===== config.mk =====
export PLATFORM = sky130hd
export DESIGN_NAME = async_fifo_wr_arbiter
export DESIGN_NICKNAME = d
export VERILOG_FILES = /design/src/rtl/async_fifo_pkg.sv /design/src/rtl/async_fifo_rr_pick.sv /design/src/rtl/async_fifo_wr_arbiter.sv
export SDC_FILE = /design/constraint.sdc
export NUM_CORES = 1
export LEC_CHECK = 0
export CORE_UTILIZATION = 40
export CTS_CLUSTER_DIAMETER = 100
export DETAILED_ROUTE_END_ITERATION = 7
export PLACE_DENSITY = 0.85
export SLEW_MARGIN = 25
export SYNTH_ARGS = -nofsm -noshare
export SYNTH_HDL_FRONTEND = slang
export SYNTH_SLANG_ARGS = --single-unit

===== constraint.sdc =====
create_clock -name clk -period 5.3 [get_ports clk]
set_clock_uncertainty 0.15 [all_clocks]
set_input_delay 1.06 -clock clk [delete_from_list [all_inputs] [get_ports clk]]
set_output_delay 1.06 -clock clk [all_outputs]
set_load 0.01 [all_outputs]

===== src/rtl/async_fifo_pkg.sv =====
// Shared definitions for the async FIFO write-side arbiter.
//   arb_state_e : arbiter state encoding (IDLE, GRANT)
//   clog2_min1  : $clog2 clamped to at least 1. Counter and index vectors
//                 always get a legal, non-zero width, even for trivial
//                 parameter values.
package async_fifo_pkg;

    typedef enum logic {
        IDLE  = 1'b0,
        GRANT = 1'b1
    } arb_state_e;

    function automatic int clog2_min1(input int value);
        int width;
        width = $clog2(value);
        return (width < 1) ? 1 : width;
    endfunction

endpackage


===== src/rtl/async_fifo_rr_pick.sv =====
// Combinational round-robin priority picker.
//   req       : per-requester valid vector
//   rr_ptr    : index where the search starts
//   pick      : first index i with req[i]=1, searching upward from rr_ptr
//               and wrapping modulo NUM_REQ (0 when nothing is valid)
//   any_valid : at least one bit of req is set
module async_fifo_rr_pick
    import async_fifo_pkg::*;
#(
    parameter int NUM_REQ = 4,
    localparam int GID_W  = clog2_min1(NUM_REQ)
) (
    input  logic [NUM_REQ-1:0] req,
    input  logic [GID_W-1:0]   rr_ptr,
    output logic [GID_W-1:0]   pick,
    output logic               any_valid
);

    // Rotate the request vector so that bit k means "requester
    // (rr_ptr + k) mod NUM_REQ". A plain shift of the doubled vector does
    // this without a variable-index mux per bit.
    logic [NUM_REQ-1:0] rotated;
    assign rotated = NUM_REQ'({req, req} >> rr_ptr);

    always_comb begin
        int   idx;
        logic found;
        pick  = '0;
        found = 1'b0;
        idx   = 0;
        for (int k = 0; k < NUM_REQ; k++) begin
            if (!found && rotated[k]) begin
                found = 1'b1;
                idx   = int'(rr_ptr) + k;
                if (idx >= NUM_REQ) begin
                    idx = idx - NUM_REQ;
                end
                pick = GID_W'(idx);
            end
        end
    end

    assign any_valid = |req;

endmodule


===== src/rtl/async_fifo_wr_arbiter.sv =====
// Round-robin arbiter that shares the FIFO write port among NUM_REQ
// requesters in the write clock domain. A requester holds the grant for up
// to MAX_BURST accepted beats. The arbiter releases it early when the
// requester drops valid. The granted requester's beat is written through to
// memory and to the write-pointer counter in the same cycle it is accepted.
//   clk, reset_n      : write clock, asynchronous active-low reset
//   req_valid/data    : per-requester beat valid and data (slice i = req i)
//   req_ready         : beat of requester i accepted when valid is also high
//   fifo_full         : backpressure from the write-side full logic
//   wr_en, wr_data    : memory write strobe and data
//   counter_incr/en   : write-pointer gray counter control
//   grant_id, busy    : current grant index, grant-held flag
module async_fifo_wr_arbiter
    import async_fifo_pkg::*;
#(
    parameter int NUM_REQ    = 4,
    parameter int DATA_WIDTH = 8,
    parameter int MAX_BURST  = 4,
    localparam int GID_W     = clog2_min1(NUM_REQ),
    localparam int CNT_W     = clog2_min1(MAX_BURST + 1)
) (
    input  logic                          clk,
    input  logic                          reset_n,
    input  logic [NUM_REQ-1:0]            req_valid,
    input  logic [NUM_REQ*DATA_WIDTH-1:0] req_data,
    output logic [NUM_REQ-1:0]            req_ready,
    input  logic                          fifo_full,
    output logic                          wr_en,
    output logic [DATA_WIDTH-1:0]         wr_data,
    output logic                          counter_incr,
    output logic                          counter_en,
    output logic [GID_W-1:0]              grant_id,
    output logic                          busy
);

    arb_state_e       state_reg, state_next;
    logic [GID_W-1:0] grant_id_reg, grant_id_next;
    logic [GID_W-1:0] rr_ptr_reg, rr_ptr_next;
    logic [CNT_W-1:0] beat_cnt_reg, beat_cnt_next;

    logic [DATA_WIDTH-1:0] data_slice [NUM_REQ];

    for (genvar gi = 0; gi < NUM_REQ; gi++) begin : g_slice
        assign data_slice[gi] = req_data[gi*DATA_WIDTH +: DATA_WIDTH];
    end

    logic [GID_W-1:0] pick;
    logic [GID_W-1:0] pick_succ;
    logic             any_valid;

    async_fifo_rr_pick #(
        .NUM_REQ (NUM_REQ)
    ) u_pick (
        .req       (req_valid),
        .rr_ptr    (rr_ptr_reg),
        .pick      (pick),
        .any_valid (any_valid)
    );

    // Next search start is the requester after the one just picked.
    assign pick_succ = (pick == GID_W'(NUM_REQ - 1)) ? '0 : pick + 1'b1;

    logic in_grant;
    logic granted_valid;
    logic accept;
    logic burst_last;
    logic rel_grant;

    assign in_grant      = (state_reg == GRANT);
    assign granted_valid = req_valid[grant_id_reg];
    assign accept        = in_grant && granted_valid && !fifo_full;
    assign burst_last    = (beat_cnt_reg == CNT_W'(MAX_BURST - 1));
    // A dropped valid releases even while full; a full FIFO with valid
    // held keeps the grant and freezes the beat count.
    assign rel_grant     = in_grant && ((accept && burst_last) || !granted_valid);

    // The write port follows the accept decision combinationally, so the
    // beat lands at the pre-increment address while the pointer advances.
    always_comb begin
        req_ready = '0;
        if (in_grant) begin
            req_ready[grant_id_reg] = !fifo_full;
        end
    end

    assign wr_en        = accept;
    assign counter_incr = accept;
    assign wr_data      = accept ? data_slice[grant_id_reg] : '0;
    assign counter_en   = in_grant;
    assign busy         = in_grant;
    assign grant_id     = grant_id_reg;

    always_comb begin
        state_next    = state_reg;
        grant_id_next = grant_id_reg;
        rr_ptr_next   = rr_ptr_reg;
        beat_cnt_next = beat_cnt_reg;

        case (state_reg)
            IDLE: begin
                if (any_valid) begin
                    state_next    = GRANT;
                    grant_id_next = pick;
                    rr_ptr_next   = pick_succ;
                    beat_cnt_next = '0;
                end
            end
            GRANT: begin
                if (accept) begin
                    beat_cnt_next = beat_cnt_reg + 1'b1;
                end
                if (rel_grant) begin
                    beat_cnt_next = '0;
                    if (any_valid) begin
                        // Back-to-back re-grant, no idle bubble.
                        grant_id_next = pick;
                        rr_ptr_next   = pick_succ;
                    end else begin
                        state_next = IDLE;
                    end
                end
            end
            default: state_next = IDLE;
        endcase
    end

    always_ff @(posedge clk or negedge reset_n) begin
        if (!reset_n) begin
            state_reg    <= IDLE;
            grant_id_reg <= '0;
            rr_ptr_reg   <= '0;
            beat_cnt_reg <= '0;
        end else begin
            state_reg    <= state_next;
            grant_id_reg <= grant_id_next;
            rr_ptr_reg   <= rr_ptr_next;
            beat_cnt_reg <= beat_cnt_next;
        end
    end

endmodule


Word level (Yosys, flattened, before mapping)
Index checks and enable logic that the tools add are counted.
{"block": "classes", "n_addsub": 9, "n_lt_le_gt_ge": 7, "n_eq_ne": 5, "shifts": 1, "n_mux": 34, "n_bitwise": 3, "reduce_logical": 16}
{"operator": "$mux 2", "count": 13}
{"operator": "$mux 8", "count": 3}
{"operator": "$bmux 8 s2", "count": 1}
{"operator": "$ge 3x3->1 const B", "count": 4}
{"operator": "$mux 3", "count": 3}
{"operator": "$logic_and 1x1->1", "count": 8}
{"operator": "$pmux 2 s2", "count": 2}
{"operator": "$shr 8x2->4", "count": 1}
{"operator": "$sub 2x1->2 const B", "count": 4}
{"operator": "$mux 1", "count": 7}
{"operator": "$add 2x2->3 const B", "count": 2}
{"operator": "$pmux 3 s2", "count": 1}
{"operator": "$logic_not 1->1", "count": 5}
{"operator": "$and 4x4->4", "count": 1}
{"operator": "$mux 4", "count": 1}
{"operator": "$reduce_or 4->1", "count": 1}
{"operator": "$add 2x1->3 const B", "count": 1}
{"operator": "$add 3x1->3 const B", "count": 1}
{"operator": "$eq 3x2->1 const B", "count": 1}
{"operator": "$ge 2x3->1 const B", "count": 1}
{"operator": "$lt 2x3->1 const B", "count": 1}
{"operator": "$ne 3x1->1 const B", "count": 1}
{"operator": "$not 2->3", "count": 1}
{"operator": "$add 2x1->2 const B", "count": 1}
{"operator": "other kinds (10)", "count": 10}
{"block": "totals", "ff_bits": 8, "input_bits": 39, "output_inout_bits": 18, "word_cells": 79}

Logic depth before layout (Yosys ltp)
Gate-level depths: netlist (run 1).
{"block": "logic_depth", "word_depth": 16, "depth_mapped": 6, "mapped_depth_nobuf": 6}

By module
Synthesis (run 1) repeated with hierarchy kept, for this count alone.
{"block": "unflattened", "cells_unflattened": 75, "hier_area_um2": 803.3}
{"module": "async_fifo_wr_arbiter", "n_inst": 1, "cells_each": 63, "area_per_inst_um2": 729.4}
{"module": "async_fifo_rr_pick", "n_inst": 1, "cells_each": 12, "area_per_inst_um2": 73.8}

Worst setup path after synthesis (run 1)
Ideal clock, no wire load.
{"block": "synth_path", "path_type": "input-to-output", "startpoint": "input req_valid[3]", "endpoint": "output wr_en", "t_arrival_ns": 2.182, "required_ns": 4.090, "path_slack_ns": 1.908, "cell_stages": 6, "path_cell_list": "buf_2 > mux4_2 > clkbuf_1 > nand2_1 > inv_1 > buf_4"}
{"block": "synth_between", "elab_chain_len": 4}
{"element": "start, declared", "line": "async_fifo_wr_arbiter.sv:24", "text": "input logic [NUM_REQ-1:0] req_valid,"}
{"element": "$bmux 1 s2", "line": "async_fifo_wr_arbiter.sv:70", "text": "assign granted_valid = req_valid[grant_id_reg];"}
{"element": "$mux 1 (not written as such)", "line": "async_fifo_wr_arbiter.sv:70"}
{"element": "$logic_and 1x1->1 (2 in series)", "line": "async_fifo_wr_arbiter.sv:71", "text": "assign accept = in_grant && granted_valid && !fifo_full;"}
{"element": "end, declared", "line": "async_fifo_wr_arbiter.sv:28", "text": "output logic wr_en,"}
Every way passes these cells. The select of a mux whose other input is x is not followed.

Worst setup path after layout (run 1)
{"block": "layout_path", "startpoint": "input req_valid[2]", "endpoint": "output wr_data[4]"}
{"block": "layout_between", "elab_chain_len": 5}
{"element": "$bmux 1 s2", "line": "async_fifo_wr_arbiter.sv:70"}
{"element": "$mux 1 (not written as such)", "line": "async_fifo_wr_arbiter.sv:70"}
{"element": "$logic_and 1x1->1 (2 in series)", "line": "async_fifo_wr_arbiter.sv:71"}
{"element": "$mux 8", "line": "async_fifo_wr_arbiter.sv:88", "text": "assign wr_data = accept ? data_slice[grant_id_reg] : '0;"}
{"element": "end, declared", "line": "async_fifo_wr_arbiter.sv:29", "text": "output logic [DATA_WIDTH-1:0] wr_data,"}
Every way passes these cells. The select of a mux whose other input is x is not followed.

==> results of run 1 <==
-- layout make-up --
class                   instances  share of cell area
multi-input cells              68               0.433
repair buffers                 56               0.375
flip-flops and latches          8               0.134
well taps                      28              0.0234
inverters                       8              0.0201
clock buffers                   3              0.0151
-- per-layer routing --
| layer | part of all wire | vias up | global-route usage |
|---|---|---|---|
| met4 | 0.0077 | 0 | 0.0556 |
| li1 | - | 465 | - |
| met2 | 0.51 | 53 | 0.422 |
| met1 | 0.38 | 472 | 0.263 |
| met3 | 0.097 | 2 | 0.0758 |
| met5 | 0 | - | 0 |
-- worst max path at each step --
stage | from | end | slack (ns) | cells after the start
2_1_floorplan | req_valid[3] | wr_en | 1.91 | 6
3_3_place_gp | req_valid[3] | wr_data[7] | 1.18 | 4
3_5_place_dp | req_valid[2] | wr_data[4] | 1.14 | 4
4_1_cts | req_valid[2] | wr_data[4] | 1.14 | 4
5_1_grt | req_valid[3] | wr_data[7] | 1.08 | 4
6_report | req_valid[2] | wr_data[4] | 1.14 | 4
-- cell families (layout without fill, tap and decap cells) --
kind of cell / count (synthesis) / after routing / synth area share
AND/OR/NAND/NOR: 38 / 38 / 0.260
buffers and inverters: 19 / 67 / 0.0985
AO/OA/AOI/OAI: 17 / 17 / 0.152
multiplexers: 10 / 10 / 0.240
flip-flops: 8 / 8 / 0.213
adder cells (fa/ha/maj): 3 / 3 / 0.0373
-- critical path, stage by stage --
cell and delay, ns:
clkdlybuf4s50_1 0.56, mux4_2 0.66, and3_1 0.20, clkdlybuf4s50_1 0.47
-- power by group through the flow --
stage	Clock (mW)	Combinational [mW]	Sequential, mW
finish	0.0459	0.350	0.149
global route	0.0533	0.379	0.157
CTS	0.0486	0.352	0.149
detailed placement	0	0.351	0.150
global placement	0	0.337	0.148
floorplan	0	0.274	0.103
-- stage by stage --
step | worst slack [ns] | instance area [sq um] | util
after CTS | 1.14 | 1500 | 0.676
final | 1.14 | 1500 | 0.676
after detailed placement | 1.14 | 1470 | 0.666
after floorplan | 1.91 | 940 | -
after global placement | 1.18 | 1470 | 0.666
after global routing | 1.08 | 1500 | 0.676
-- layout by cell type, fill, tap and decap left out, types with 2 or more instances in the layout --
cell / count
dfrtp_1: 8
ha_1: 2
o21ai_0: 3
mux4_1: 3
nand2_1: 7
clkdlybuf4s50_1: 56
mux4_2: 6
clkbuf_4: 3
o31ai_1: 2
nand2b_1: 2
inv_1: 8
nor2_1: 5
nor2b_1: 2
nor4_1: 2
o41ai_1: 2
nor4b_1: 3
and3_1: 11
==> metrics.txt, run 1 <==
status complete, no violations; switching share of power 0.396; top cells by area, synth dfrtp_1 (21%), mux4_2 (14%), mux4_1 (8.4%); core footprint 2210 sq um; area share of the largest cell type after synthesis 0.213; worst-case reg-to-reg path depth 4; fill count 180; Reg clk slew, reported paths roughly 0.06 ns; 1st-pass router iterations 4; DR vias 992; Power, Total 544 uW; Post-Syn Area 940 sq um; Synth cell types 37; Post-synth EDFFs 0; TritonCTS clock tree done; Tmin final 4.16 ns; Post-synth ARST share 1.00; multi-input logic area 647 sq um; drt first-iter violations 21; power share of the sequential group 0.273; most frequent cell after synthesis and3_1; Sw Pwr 216 uW; nets 186; starting density of the core 0.425; type of the worst min-delay path flip-flop to flip-flop; IO buf count 56; startpoint types input pin; maximum vdd drop approximately 0.00032 V; power density over the cells 364 nW/um^2; Die H approximately 50 microns; Antenna Nets Post-Route 0; H-tree depth reported by CTS 1; Power Internal ~330 uW; CTS Sinks 8; # diodes 0; Total Die Area 2550 sq um; GRT Overall Usage 0.233; RSZ-0062 raised after global routing false; Max FO, Critical Path 13; vias in the first global route 972; cell taking the most area after synthesis dfrtp_1; Synth Net Count 136; final worst path period share 0.786; Leakage Power between 0.6 and 0.7 nW; postcts setup bufs 0; dpl cells 168; initial antenna violation count 0; Slew @ Worst Pin 0.716 ns; Worst Hold Launch beat_cnt_reg[1]; clk buf depth 2; clk root buf clkbuf_4; Clock Latency Late Sink 0.25 ns; standard-cell row count 17; Combinational Power Share 0.643; final cell count without fillers 171; sequential share of the synthesized area 0.213; share of cells above drive strength 1 0.0909; Hold WS 0.349 ns; largest net degree at the start of global routing 16; io pins 57; Post-CTS Hold Fix Bufs 0; most common library cells after synthesis and3_1 (11), dfrtp_1 (8), inv_1 (8); max_slew headroom 0.516; first-pass GRT wire length 4490 microns; DP Wirelength 2200 microns; critical path arrival around 3.0 ns; reg2reg start grant_id[0]; max cap viols 0; Final setup viols 0; final WL around 2700 microns; Clk pwr share 0.084; hold path endpoint beat_cnt_reg[1]; Post-Syn Area per Cell about 10 sq um; Reg-to-Reg End rr_ptr_reg[1]; Final Hold Vio Count 0; WL per Instance 15.9 microns; WP data required 4.09 ns; worst setup path class input pin to primary output; Syn Inst Count 95; FMAX 240 MHz; hold-critical path depth 2; drt drc 0; Routability Congestion 0.782; Top FF cell, synth dfrtp_1; CTS resizes 0; Ys Warns 0; Die Wd 50.5 microns; Final TNS setup 0 ns; Reg area 200 sq um; Slew Viols, Final 0; area grow syn2layout 59.1%; TritonCTS Buffers 3; flops & latches, synth 8; FF-to-FF setup slack roughly 2.7 ns; vias per inst 5.80; critical path endpoint category primary output; Congestion Overflow GR 0
(Power assumes the default switching activity.)
==> inputs of run 2 (changes only) <==
--- a/config.mk
+++ b/config.mk
@@ -5,10 +5,10 @@
 export SDC_FILE = /design/constraint.sdc
 export NUM_CORES = 1
 export LEC_CHECK = 0
-export CORE_UTILIZATION = 40
+export CORE_UTILIZATION = 37
 export CTS_CLUSTER_DIAMETER = 100
 export DETAILED_ROUTE_END_ITERATION = 7
-export PLACE_DENSITY = 0.85
+export PLACE_DENSITY = 0.8
 export SLEW_MARGIN = 25
 export SYNTH_ARGS = -nofsm -noshare
 export SYNTH_HDL_FRONTEND = slang
==> constraint.sdc (replaced) <==
create_clock -name clk -period 4.37 [get_ports clk]
set_clock_uncertainty 0.15 [all_clocks]
set_input_delay 0.874 -clock clk [delete_from_list [all_inputs] [get_ports clk]]
set_output_delay 0.874 -clock clk [all_outputs]
set_load 0.01 [all_outputs]
==> run 2 against run 1 <==
Effect of this change: critical path depth stayed put; wire length is 4.1% lower; global-route usage is 4.2 points lower; core utilization is 2.5 points lower; hold slack worse by 0.025 ns; register-to-register slack worse by 0.95 ns; count of clock-buffer cells in the layout stayed put; clock power is 22% higher; largest power group unchanged.
==> metrics.txt, run 2 (synthesis results as in run 1) <==
status complete, no violations; CP max stage delay 0.67 ns; Reg clk slew, reported paths about 0.060 ns; vias in the first global route 814; Final Hold Vio Count 0; Final TNS setup 0 ns; CTS resizes 0; critical path cell sequence clkdlybuf4s50_1 > mux4_2 > and3_1 > clkdlybuf4s50_1; Die Wd 52.4 microns; critical path endpoint category primary output; multi-input logic area 647 sq um; clk buf depth 2; Routability Congestion 0.815; worst setup path class input pin to primary output; Top delay family on crit path buffers and inverters; share of cells above drive strength 1 0.0909; FMAX ~260 MHz; Max FO, Critical Path 13; Slew @ Worst Pin 0.660 ns; Crit-path slowest cell mux4_2; CTS Sinks 8; WP data required approximately 3.4 ns; final WL 2620 microns; DP Wirelength 2090 microns; core footprint 2300 sq um; area grow syn2layout 59.1%; Total Die Area 2750 sq um; initial antenna violation count 0; TritonCTS clock tree done; drt drc 0; Slew Viols, Final 0; fill count between 150 and 200; clk root buf clkbuf_4; Post-CTS Hold Fix Bufs 0; GRT Overall Usage 0.191; power density over the cells 441 nW/um^2; startpoint types input pin; nets around 190; Antenna Nets Post-Route 0; placed cell area around 1500 sq um; 1st-pass router iterations 4; DR vias 996; standard-cell row count 17; most frequent cells in the layout clkdlybuf4s50_1 (56), and3_1 (11), inv_1 (8), dfrtp_1 (8), nand2_1 (7); Tmin final 3.81 ns; max cap viols 0; IO buf count 56; type of the worst min-delay path flip-flop to flip-flop; # diodes 0; Die H roughly 52 microns; first-pass GRT wire length 3800 microns; post-route cell area around 1500 sq um; io pins 57; H-tree depth reported by CTS 1; starting density of the core 0.409; vias per inst 5.82; most used cell, CP clkdlybuf4s50_1; TritonCTS Buffers 3; Buf/Inv on CP 2; postcts setup bufs 0; RSZ-0062 raised after global routing false; critical path arrival 2.79 ns; max_slew headroom 0.557; Congestion Overflow GR 0; final worst path period share 0.872; maximum vdd drop between 0.0004 and 0.0005 V; WL per Instance about 15 microns; drt first-iter violations 12; commonest non-fill, non-tap cell in the layout clkdlybuf4s50_1; Reg area 200 sq um; largest net degree at the start of global routing 16; Leakage Power 0.614 nW; Final setup viols 0; Clock Latency Late Sink 0.26 ns
==> run 2: cell counts in the layout (fill, tap and decap cells not counted) <==
Identical to the previous run, type by type.
==> run 2: final cells by class <==
class                   count  share of cell area
inverters                   8              0.0201
repair buffers             56               0.375
flip-flops and latches      8               0.134
clock buffers               3              0.0151
multi-input cells          68               0.433
well taps                  28              0.0234
==> run 2: worst paths after layout <==
path                                      start         endpoint  slack [ns]  depth (start not counted)
worst min-delay path            beat_cnt_reg[2]  beat_cnt_reg[2]        0.32                          2
max in group asynchronous               reset_n        async pin        3.05                          1
worst max-delay path               req_valid[2]       wr_data[5]        0.56                          4
worst min register to register  beat_cnt_reg[2]  beat_cnt_reg[2]        0.32                          2
min in group asynchronous               reset_n  beat_cnt_reg[2]        0.75                          1
worst max register to register      grant_id[0]    rr_ptr_reg[1]        1.76                          4
==> run 2: tightest hold or removal path, delay by kind of cell (launching register included) <==
family	cells	cell delay, ns
and+or+nand+nor	1	0.05
AOI/OAI and AO/OA	1	0.05
DFF	1	0.34
==> run 2: metrics by stage <==
stage / setup WS, ns / util / hold WS [ns] / std cells / power, mW
2_1_floorplan: 1.35 / - / 0.293 / 95 / 0.458
3_3_place_gp: 0.624 / 0.641 / 0.305 / 168 / 0.588
3_5_place_dp: 0.568 / 0.641 / 0.311 / 168 / 0.609
4_1_cts: 0.573 / 0.651 / 0.325 / 171 / 0.665
5_1_grt: 0.496 / 0.651 / 0.377 / 171 / 0.712
6_report: 0.559 / 0.651 / 0.324 / 171 / 0.660
==> run 2: power by group <==
part | switching [mW] | internal, mW | leakage (nW)
logic | 0.157 | 0.266 | 0.504
registers | 0.0793 | 0.102 | 0.0956
clock network | 0.0246 | 0.0314 | 0.0138
==> run 2: metal layers <==
layer  part of all wire  vias up  global-route usage
li1                   -      461                   -
met1               0.41      484               0.230
met3               0.11        2              0.0870
met4             0.0050        0              0.0263
met5                  0        -                   0
met2               0.47       49               0.319
==> inputs of run 3 (changes only) <==
--- a/config.mk
+++ b/config.mk
@@ -7,6 +7,7 @@
 export LEC_CHECK = 0
 export CORE_UTILIZATION = 37
 export CTS_CLUSTER_DIAMETER = 100
+export CTS_CLUSTER_SIZE = 25
 export DETAILED_ROUTE_END_ITERATION = 7
 export PLACE_DENSITY = 0.8
 export SLEW_MARGIN = 25
==> constraint.sdc (replaced) <==
create_clock -name clk -period 4.37 [get_ports clk]
set_clock_uncertainty 0.15 [all_clocks]
set_input_delay 0.874 -clock clk [delete_from_list [all_inputs] [get_ports clk]]
set_output_delay 0.874 -clock clk [all_outputs]
set_load 0.1 [all_outputs]
==> run 3 against run 2 <==
Effect of this change: count of clock-buffer cells in the layout did not move; clock power is 1% lower; largest cell class unchanged; combinational power rose by 70%; maximum frequency increased by 7.4%; final area shrank 1.5%; sequential share of layout area up 0.20 points; critical path type unchanged; critical endpoint is now wr_data[6]; total power rose by 45%; first-iteration DRC count rose by 110%; cell count unchanged.
==> metrics.txt, run 3 (synthesis results as in run 1) <==
status complete, no violations; WP data required 3.35 ns; CTS Sinks 8; Total Die Area ~2700 sq um; max cap viols 0; clk buf depth 2; initial antenna violation count 0; nets between 150 and 200; TritonCTS clock tree done; TritonCTS Buffers 3; startpoint types input pin; Sw Pwr between 500 and 600 uW; switching share of power 0.595; Reg clk slew, reported paths 0.05 ns; largest net degree at the start of global routing 16; Antenna Nets Post-Route 0; final WL 2540 microns; DP Wirelength 2040 microns; FMAX roughly 280 MHz; Tmin final 3.55 ns; Clock Latency Late Sink 0.26 ns; vias in the first global route 832; area grow syn2layout 56.7%; vias per inst 5.66; maximum vdd drop 0.000375 V; io pins 57; critical path arrival 2.52 ns; Congestion Overflow GR 0; GRT Overall Usage 0.187; max_slew headroom 0.356; Slew Viols, Final 0; Final Hold Vio Count 0; postcts setup bufs 0; post-route cell area between 1000 and 1500 sq um; DR vias 968; # diodes 0; Final TNS setup 0 ns; 1st-pass router iterations 4; final worst path period share 0.812; share of cells above drive strength 1 0.203; H-tree depth reported by CTS 1; Leakage Power 0.641 nW; drt drc 0; type of the worst min-delay path flip-flop to flip-flop; Post-CTS Hold Fix Bufs 0; Combinational Power Share 0.751; Routability Congestion between 0.7 and 0.8; commonest non-fill, non-tap cell in the layout clkdlybuf4s50_1; drt first-iter violations 25; Die Wd 52.4 microns; IO buf count 56; clk root buf clkbuf_4; critical path endpoint category primary output; first-pass GRT wire length 3720 microns; core footprint 2300 sq um; RSZ-0062 raised after global routing false; starting density of the core 0.409; most frequent cells in the layout clkdlybuf4s50_1 (42), buf_4 (14), and3_1 (11); Die H 52.4 microns; Clk pwr share 0.058; power share of the sequential group 0.191; CTS resizes 0; worst setup path class input pin to primary output; WL per Instance about 15 microns; Power Internal 388 uW; Slew @ Worst Pin around 0.96 ns; placed cell area 1450 sq um; standard-cell row count 17; power density over the cells 650 nW/um^2; Final setup viols 0; Power, Total 957 uW; Max FO, Critical Path 13
-- run 3: power by group through the flow --
stage                     registers (mW)  logic (mW)  clock network, mW
after floorplan                    0.189       0.581                  0
after global placement             0.183       0.709                  0
after detailed placement           0.185       0.721                  0
after CTS                          0.184       0.721             0.0575
after global routing               0.196       0.758             0.0640
final                              0.183       0.719             0.0551
-- run 3: area by class of cell --
cell class                      instances  area [sq um]
Tap cell                               28          35.0
Clock buffer                            3          22.5
Timing Repair Buffer                   56           526
Inverter                                8          30.0
Fill cell                             188           825
Sequential cell                         8           200
Multi-Input combinational cell         68           659
-- run 3: final timing paths --
| kind | from | to | slack [ns] | cells after the start |
|---|---|---|---|---|
| worst min-delay path | beat_cnt_reg[2] | beat_cnt_reg[2] | 0.33 | 2 |
| worst min register to register | beat_cnt_reg[2] | beat_cnt_reg[2] | 0.33 | 2 |
| worst max-delay path | req_valid[3] | wr_data[6] | 0.82 | 4 |
| worst max register to register | grant_id[0] | rr_ptr_reg[1] | 1.80 | 4 |
| max in group asynchronous | reset_n | rr_ptr_reg[1] | 3.07 | 1 |
| min in group asynchronous | reset_n | busy | 0.74 | 1 |
-- run 3: layer usage --
metal  part of all wire  GRT usage  up-vias
met2               0.48      0.323       52
met4             0.0091     0.0833        0
met5                  0          0        -
met3               0.12     0.0638        4
li1                   -          -      464
met1               0.39      0.205      448
-- run 3: critical path, cell delays in order --
cell	delay [ns]
clkdlybuf4s50_1	0.55
mux4_2	0.66
and3_1	0.20
buf_4	0.23
-- run 3: per-stage QoR --
step                 util  cells  setup slack (ns)  hold slack [ns]
floorplan               -     95             0.253            0.293
global placement    0.631    168             0.874            0.304
detailed placement  0.631    168             0.829            0.316
CTS                 0.641    171             0.831            0.328
global route        0.641    171             0.756            0.378
finish              0.641    171             0.823            0.326
